--- config.mk ---
export PLATFORM = sky130hd
export DESIGN_NAME = spm_config_bus_writer
export DESIGN_NICKNAME = d
export VERILOG_FILES = /design/src/rtl/spm_config_bus_writer_pkg.sv /design/src/rtl/spm_config_bus_writer.sv
export SDC_FILE = /design/constraint.sdc
export NUM_CORES = 1
export LEC_CHECK = 0
export ABC_AREA = 0
export BUFFER_PORTS_ARGS = -buffer_cell sky130_fd_sc_hd__buf_2
export CORE_MARGIN = 2
export CORE_UTILIZATION = 40
export DETAILED_ROUTE_END_ITERATION = 6
export GPL_TIMING_DRIVEN = 0
export SYNTH_ARGS = -nofsm -noshare
export SYNTH_HDL_FRONTEND = slang
export SYNTH_SLANG_ARGS = --single-unit
--- constraint.sdc ---
create_clock -name a_clk -period 56.8 [get_ports a_clk]
set_clock_uncertainty 0.15 [all_clocks]
set_input_delay 5.68 -clock a_clk [delete_from_list [all_inputs] [get_ports a_clk]]
set_output_delay 5.68 -clock a_clk [all_outputs]
set_load 0.01 [all_outputs]
--- src/rtl/spm_config_bus_writer_pkg.sv ---
// Shared config-bus definitions: state encoding and payload geometry.
// Used by the writer and by the SPM config receivers.
package spm_cfg_pkg;

  localparam int CFG_DATA_WIDTH = 512;
  localparam int CFG_WORD_WIDTH = 32;
  localparam int CFG_MAX_WORDS  = 16;

  typedef enum logic [1:0] {
    ST_IDLE   = 2'd0,
    ST_DATA   = 2'd1,
    ST_COMMIT = 2'd2
  } cfg_state_e;

endpackage

--- src/rtl/spm_config_bus_writer.sv ---
// Frame-to-register writer: address word + up to 16 data words, held on the bus.
// Optional status port enabled by SPM_CFG_WRITER_STATUS_EN.
module spm_config_bus_writer
  import spm_cfg_pkg::*;
#(
  parameter logic [31:0] IDLE_ADDR   = 32'd0,
  parameter int unsigned HOLD_CYCLES = 2
) (
  input  logic                      a_clk,
  input  logic                      a_rst,
  input  logic [CFG_WORD_WIDTH-1:0] S_AXIS_CFG_tdata,
  input  logic                      S_AXIS_CFG_tvalid,
  output logic                      S_AXIS_CFG_tready,
  input  logic                      S_AXIS_CFG_tlast,
  output logic [31:0]               config_addr,
  output logic [CFG_DATA_WIDTH-1:0] config_data,
  output logic                      cfg_error
`ifdef SPM_CFG_WRITER_STATUS_EN
  ,
  output logic [31:0]               cfg_status
`endif
);

  localparam logic [4:0] MAX_IDX = 5'(CFG_MAX_WORDS);
  localparam logic [7:0] HOLD_LD = 8'(HOLD_CYCLES - 1);

  cfg_state_e state_q, state_d;
  logic [31:0] lat_q, lat_d;
  logic [31:0] addr_q, addr_d;
  logic [CFG_MAX_WORDS-1:0][CFG_WORD_WIDTH-1:0] buf_q, buf_d;
  logic [4:0] idx_q, idx_d;
  logic [7:0] hold_q, hold_d;
  logic drop_q, drop_d;
  logic err_q, err_d;
  logic rdy_q, rdy_d;
  logic acc;
  logic is_idle_addr;

  assign acc          = S_AXIS_CFG_tvalid && rdy_q;
  assign is_idle_addr = (S_AXIS_CFG_tdata == IDLE_ADDR);

  always_comb begin
    state_d = state_q;
    lat_d   = lat_q;
    addr_d  = addr_q;
    buf_d   = buf_q;
    idx_d   = idx_q;
    hold_d  = hold_q;
    drop_d  = drop_q;
    err_d   = err_q;
    unique case (state_q)
      ST_IDLE: begin
        if (acc) begin
          lat_d  = S_AXIS_CFG_tdata;
          buf_d  = '0;
          idx_d  = '0;
          drop_d = is_idle_addr;
          if (is_idle_addr) begin
            err_d = 1'b1;
          end
          if (!S_AXIS_CFG_tlast) begin
            state_d = ST_DATA;
          end else if (!is_idle_addr) begin
            state_d = ST_COMMIT;
            addr_d  = S_AXIS_CFG_tdata;
            hold_d  = HOLD_LD;
          end
        end
      end
      ST_DATA: begin
        if (acc) begin
          // Frames addressed to IDLE_ADDR are drained without touching the buffer.
          if (!drop_q) begin
            if (idx_q < MAX_IDX) begin
              buf_d[idx_q[3:0]] = S_AXIS_CFG_tdata;
              idx_d = idx_q + 5'd1;
            end else begin
              err_d = 1'b1;
            end
          end
          if (S_AXIS_CFG_tlast) begin
            if (drop_q) begin
              state_d = ST_IDLE;
            end else begin
              state_d = ST_COMMIT;
              addr_d  = lat_q;
              hold_d  = HOLD_LD;
            end
          end
        end
      end
      ST_COMMIT: begin
        if (hold_q == 8'd0) begin
          state_d = ST_IDLE;
          addr_d  = IDLE_ADDR;
        end else begin
          hold_d = hold_q - 8'd1;
        end
      end
      default: state_d = ST_IDLE;
    endcase
    rdy_d = (state_d != ST_COMMIT);
  end

  always_ff @(posedge a_clk or posedge a_rst) begin
    if (a_rst) begin
      state_q <= ST_IDLE;
      lat_q   <= IDLE_ADDR;
      addr_q  <= IDLE_ADDR;
      buf_q   <= '0;
      idx_q   <= '0;
      hold_q  <= '0;
      drop_q  <= 1'b0;
      err_q   <= 1'b0;
      rdy_q   <= 1'b0;
    end else begin
      state_q <= state_d;
      lat_q   <= lat_d;
      addr_q  <= addr_d;
      buf_q   <= buf_d;
      idx_q   <= idx_d;
      hold_q  <= hold_d;
      drop_q  <= drop_d;
      err_q   <= err_d;
      rdy_q   <= rdy_d;
    end
  end

  assign S_AXIS_CFG_tready = rdy_q;
  assign config_addr       = addr_q;
  assign config_data       = buf_q;
  assign cfg_error         = err_q;

`ifdef SPM_CFG_WRITER_STATUS_EN
  logic [15:0] cnt_q, cnt_d;

  always_comb begin
    cnt_d = cnt_q;
    if (state_q == ST_COMMIT && hold_q == 8'd0) begin
      cnt_d = cnt_q + 16'd1;
    end
  end

  always_ff @(posedge a_clk or posedge a_rst) begin
    if (a_rst) begin
      cnt_q <= '0;
    end else begin
      cnt_q <= cnt_d;
    end
  end

  assign cfg_status = {8'd0, idx_q, state_q, err_q, cnt_q};
`endif

endmodule

Yosys cells after proc, flatten, opt, wreduce, memory -nomap -nowiden
Index checks and enable logic that the tools add are counted.
Cells by class
  add/subtract/negate cells: 2
  multipliers: 0
  divide/modulo/power cells: 0
  $lt $le $gt $ge: 3
  equal/unequal tests: 14
  shifts and indexed selects: 0
  muxes and demuxes: 43
  bitwise gates (word level): 0
  reductions and logical operators: 12
Operator list (number)
  $mux W512: 4
  $pmux W512 S2: 1
  $bwmux W512: 1
  $mux W32: 8
  $demux W32 S4: 1
  $pmux W32 S3: 1
  $mux W8: 7
  $logic_not A32 Y1: 1
  $ne A2 B2 Y1 const B: 12
  $pmux W8 S3: 1
  $mux W5: 4
  $reduce_and A8 Y1: 2
  $mux W2: 7
  $pmux W5 S2: 1
  $logic_not A8 Y1: 1
  $sub A8 B1 Y8 const B: 1
  $pmux W2 S3: 1
  $reduce_and A6 Y1: 1
  $add A5 B1 Y5 const B: 1
  $lt A4 B5 Y1 const B: 1
  $lt A5 B5 Y1 const B: 1
  $mux W1: 5
  $reduce_and A5 Y1: 1
  $ge A4 B1 Y1 const B: 1
  8 further kinds: 9
Storage, ports and cells
  register bits after elaboration: 594
  bits in latches: 0
  RAM bits: 0
  ROM bits: 0
  input port bits: 36
  output and inout port bits: 546
  word-level logic and storage cells: 98
  memories: 0

Logic depth before layout (Yosys ltp)
  depth in word-level cells: 9
  gate-level depth with buffers: 11
  mapped depth without buffers: 8

Worst setup path before layout
Ideal clock, no wire load.
  path type: input -> register
  start: in S_AXIS_CFG_tdata[20]
  end: reg addr_q[0], in the netlist config_addr[0]
  arrival: 7.358 ns
  path slack: 49.167 ns
  cell stages on the path: 8
  cells stage by stage: nor4_2 nand2_1 or4_4 buf_6 a21oi_4 nor2_4 buf_12 mux2_4
Between the ends
  longest elaborated chain between the ends: 3
Ends and longest elaborated chain
  from (decl): RTL line spm_config_bus_writer.sv:11  | input logic [CFG_WORD_WIDTH-1:0] S_AXIS_CFG_tdata,
  $logic_not A32 Y1: RTL line spm_config_bus_writer.sv:40  | assign is_idle_addr = (S_AXIS_CFG_tdata == IDLE_ADDR);
  $ne A2 B2 Y1 (no source line)
  $reduce_and A8 Y1 (no source line)
  to (signal assigned): RTL line spm_config_bus_writer.sv:119  | addr_q <= addr_d;
  to (decl): RTL line spm_config_bus_writer.sv:29  | logic [31:0] addr_q, addr_d;
No other way between the ends.
A chain may end at the register's enable or synchronous reset.

Worst setup path after layout
  start: in S_AXIS_CFG_tvalid
  end: reg buf_q (netlist bit config_data[177])
Between the ends
  longest elaborated chain between the ends: 3
  elaborated cells on any way between the ends: 4
Ends and longest elaborated chain
  from (decl): RTL line spm_config_bus_writer.sv:12  | input logic S_AXIS_CFG_tvalid,
  $logic_and A1 B1 Y1 (*): RTL line spm_config_bus_writer.sv:39  | assign acc = S_AXIS_CFG_tvalid && rdy_q;
  $ne A2 B2 Y1 (no source line)
  $reduce_and A5 Y1 (no source line) (*)
  to (signal assigned): RTL line spm_config_bus_writer.sv:120  | buf_q <= buf_d;
  to (decl): RTL line spm_config_bus_writer.sv:30  | logic [CFG_MAX_WORDS-1:0][CFG_WORD_WIDTH-1:0] buf_q, buf_d;
Mark *: on every way between the ends. The rest lies on a longest branch, timed or not.

==> results.tsv <==
stage	metric	value	unit
timing	fmax	123	MHz
critical_path	critical_path.startpoint_type	input port	
logic_synthesis	yosysWarnings	0	
route	via_per_inst	5.64	
clock_network	clkTransAtPathRegs	0.06	ns
global_route	grt_pass1_wl	121000	um
layout	multi_input_area	6720	sq um
critical_path	crit_start	S_AXIS_CFG_tvalid	
floorplan	dieArea	58100	sq um
timing	worst_pin_slew	1.05	ns
timing	holdWs	0.309	ns
critical_path	r2r_start	state_q[1]$_DFF_PP0_	
place	io_buffers	581	
layout	final_cell_mix	594 x dfrtp_1, 583 x buf_2, 472 x a22o_1	
timing	hold_violations	0	
timing	rsz0062_at_grt	false	
logic_synthesis	syn_inst	1692	
power_and_ir_drop	p_leak	15.4	nW
place	placed_cell_area	26400	sq um
logic_synthesis	yosys.area_share.simple	4.23	%
logic_synthesis	syn_nets	1738	
floorplan	chipHeight	241	um
logic_synthesis	synth_mux_area_share	2.15	%
logic_synthesis	synth_xor_xnor_area_share	0	%
power_and_ir_drop	finalPower	1.22	mW
worst_hold_path	min_path_type	reg2reg	
layout	diodes	0	
logic_synthesis	netlist-cell-type-count	46	
clock_network	hold_buffers	0	
place	gp_congestion	0.875	
floorplan	coreArea	55300	sq um
global_route	antenna_found_initial	0	
critical_path	required	57.18	ns
layout	layout_commonest_cell	dfrtp_1	
layout	final_nets	2391	
logic_synthesis	syn_area_per_cell	13.3	sq um
timing	maxSlewHeadroom	29.7	%
logic_synthesis	async_reset_ff_share	100	%
floorplan	num_rows	86	
layout	final_area	28700	sq um
global_route	grt_use_total	28.4	%
layout	area_delta_synth_final	27.6	%
floorplan	die_w	241	um
clock_network	cts_made_buffers	66	
timing	period_needed	8.15	ns
floorplan	io_pins	582	
clock_network	insertion_delay	0.60	ns
critical_path	cpMaxStageDelayCell	clkbuf_1	
route	drcViolationCount	0	
clock_network	ctsResizeCount	0	
logic_synthesis	ys_seq_area_share	66.2	%
layout	post-route-util	51.8	%
run_status	status	complete, no violations	
critical_path	crit_path_frequent_cell	clkbuf_1	
logic_synthesis	synth-compound-area-share	23.0	%
layout	finalNonFillerCells	3146	
route	drtIter0Drc	1143	
timing	worst_slack	48.65	ns
worst_hold_path	hp-start	cfg_error$_DFFE_PP0P_	
place	place_ws	48.12	ns
clock_network	cts_setup_buffers	0	
logic_synthesis	syn_area	22500	sq um
timing	finalSetupViolCount	0	
timing	fin_tns_setup	0	ns
logic_synthesis	synth-seq-cells	594	
floorplan	start_util	40.6	%
clock_network	clock_path_buffers	3	
critical_path	criticalPathCategory	in2reg	
clock_network	root_buffer	clkbuf_16	
critical_path	critPathMaxStageDelay	0.80	ns
timing	fin_crit_sh	14.3	%
critical_path	crit_path_max_fanout	10	
route	routed_wirelength	83900	um
clock_network	tritoncts	yes	
run	maxCapViolCount	0	
logic_synthesis	synth_edf_count	0	
layout	seq_area	14900	sq um
route	first_pass_iters	5	
global_route	first_global_vias	17700	
clock_network	clock-sinks	594	
logic_synthesis	yosys_most_used_dff	dfrtp_1	
logic_synthesis	yosys.area_share.adder	0.557	%
route	vias	17700	
place	hpwlAfterDp	60700	um
layout	layout-drive-gt1-share	31.2	%
route	drtAntennaViolNets	0	
power_and_ir_drop	vdd_ir_drop_max	0.0000218	V
critical_path	cp.arrival	8.53	ns
timing	drv_slew	0	
critical_path	end_kind	register	
clock_network	htree_levels	3	
global_route	overflow	0	
route	post_drt_wl_per_cell	26.7	um
power_and_ir_drop	cellPowerDensity	42.6	nW/um^2
global_route	grt_max_degree	136	
place	dp_cells	3025	
critical_path	path_cells	buf_2, and2_1, clkbuf_1, nand2_1, clkbuf_1, nor2_1, clkbuf_1, a22o_1	
critical_path	r2r_setup_slack	53.19	ns
logic_synthesis	synth_top_family_by_area	compound AO/OA/AOI/OAI gates	
layout	fillCellCount	4970	
cell families (layout without fill, tap and decap cells):
logic type	after synthesis	after routing
buf+inv	218	924
fa+ha+maj	10	10
mux	33	33
simple gates	209	209
compound gates	628	628
flops	594	594
worst paths after layout:
kind,endpoint,cells past startpoint
worst max-delay path,config_data[177]$_DFFE_PP0P_,8
worst min-delay path,cfg_error$_DFFE_PP0P_,1
worst max register to register,config_data[177]$_DFFE_PP0P_,10
worst min register to register,cfg_error$_DFFE_PP0P_,1
max in group asynchronous,lat_q[0]$_DFFE_PP0P_,4
min in group asynchronous,config_data[57]$_DFFE_PP0P_,2
cell type report:
class	count	share of cell area, %
timing repair buffer	585	10.5
clock buffer	92	6.74
multi-input combinational	880	23.4
buffer	176	2.51
sequential	594	51.9
inverter	42	0.576
clock inverter	29	1.07
tap	748	3.27
flip-flops by register name (all words and copies together), names as in the netlist:
register           flops
S_AXIS_CFG_tready      1
hold_q                 8
cfg_error              1
idx_q                  5
config_data          512
lat_q                 32
drop_q                 1
state_q                2
config_addr           32
cell usage after synthesis, types with 2 or more instances:
cell type  instances  share of area (%)
a21oi_1            3              0.067
and3_1             6               0.17
a32o_1            23                1.0
a22oi_1            2              0.067
o21a_1             2              0.067
ha_1              10               0.56
a21boi_0           4               0.13
a22o_2             4               0.18
nor4_1             8               0.22
buf_1             24               0.40
a31oi_1            2              0.056
a21o_1            20               0.67
nor3_1             3              0.067
a211o_1            2              0.078
or3_1              4               0.11
nor4_2             2               0.11
a22o_1           472                 18
and2_1            13               0.36
nor2b_1            4               0.11
dfrtp_1          594                 66
nand2b_1           2              0.056
buf_12             3               0.27
nand4_1            2              0.056
nand2_1          110                1.8
clkbuf_1         146                2.4
mux2_4            30                2.0
inv_1             42               0.70
mux2_2             2               0.10
buf_2              2              0.045
nor2_1            41               0.69
nand3_1            6               0.13
o21ai_0           90                2.0
critical path, delay by kind of cell:
family          cells  cell delay, ns
simple gates        3            1.04
buf+inv             4            1.52
compound gates      1            0.28
power by group:
| group | leakage [nW] | total [mW] | switching (mW) | internal, mW |
|---|---|---|---|---|
| combinational | 6.14 | 0.293 | 0.198 | 0.0946 |
| clock | 1.10 | 0.440 | 0.181 | 0.258 |
| sequential | 8.17 | 0.487 | 0.0237 | 0.463 |
| total | 15.4 | 1.22 | 0.404 | 0.816 |
layer usage:
layer	GRT usage, %	routed length (um)	up-vias
met5	0	0	-
met1	36.9	33800	9276
met2	45.3	39900	799
met4	8.66	2030	0
li1	-	-	7549
met3	9.56	8210	105
Note: power is estimated with default switching activity, not from simulation.
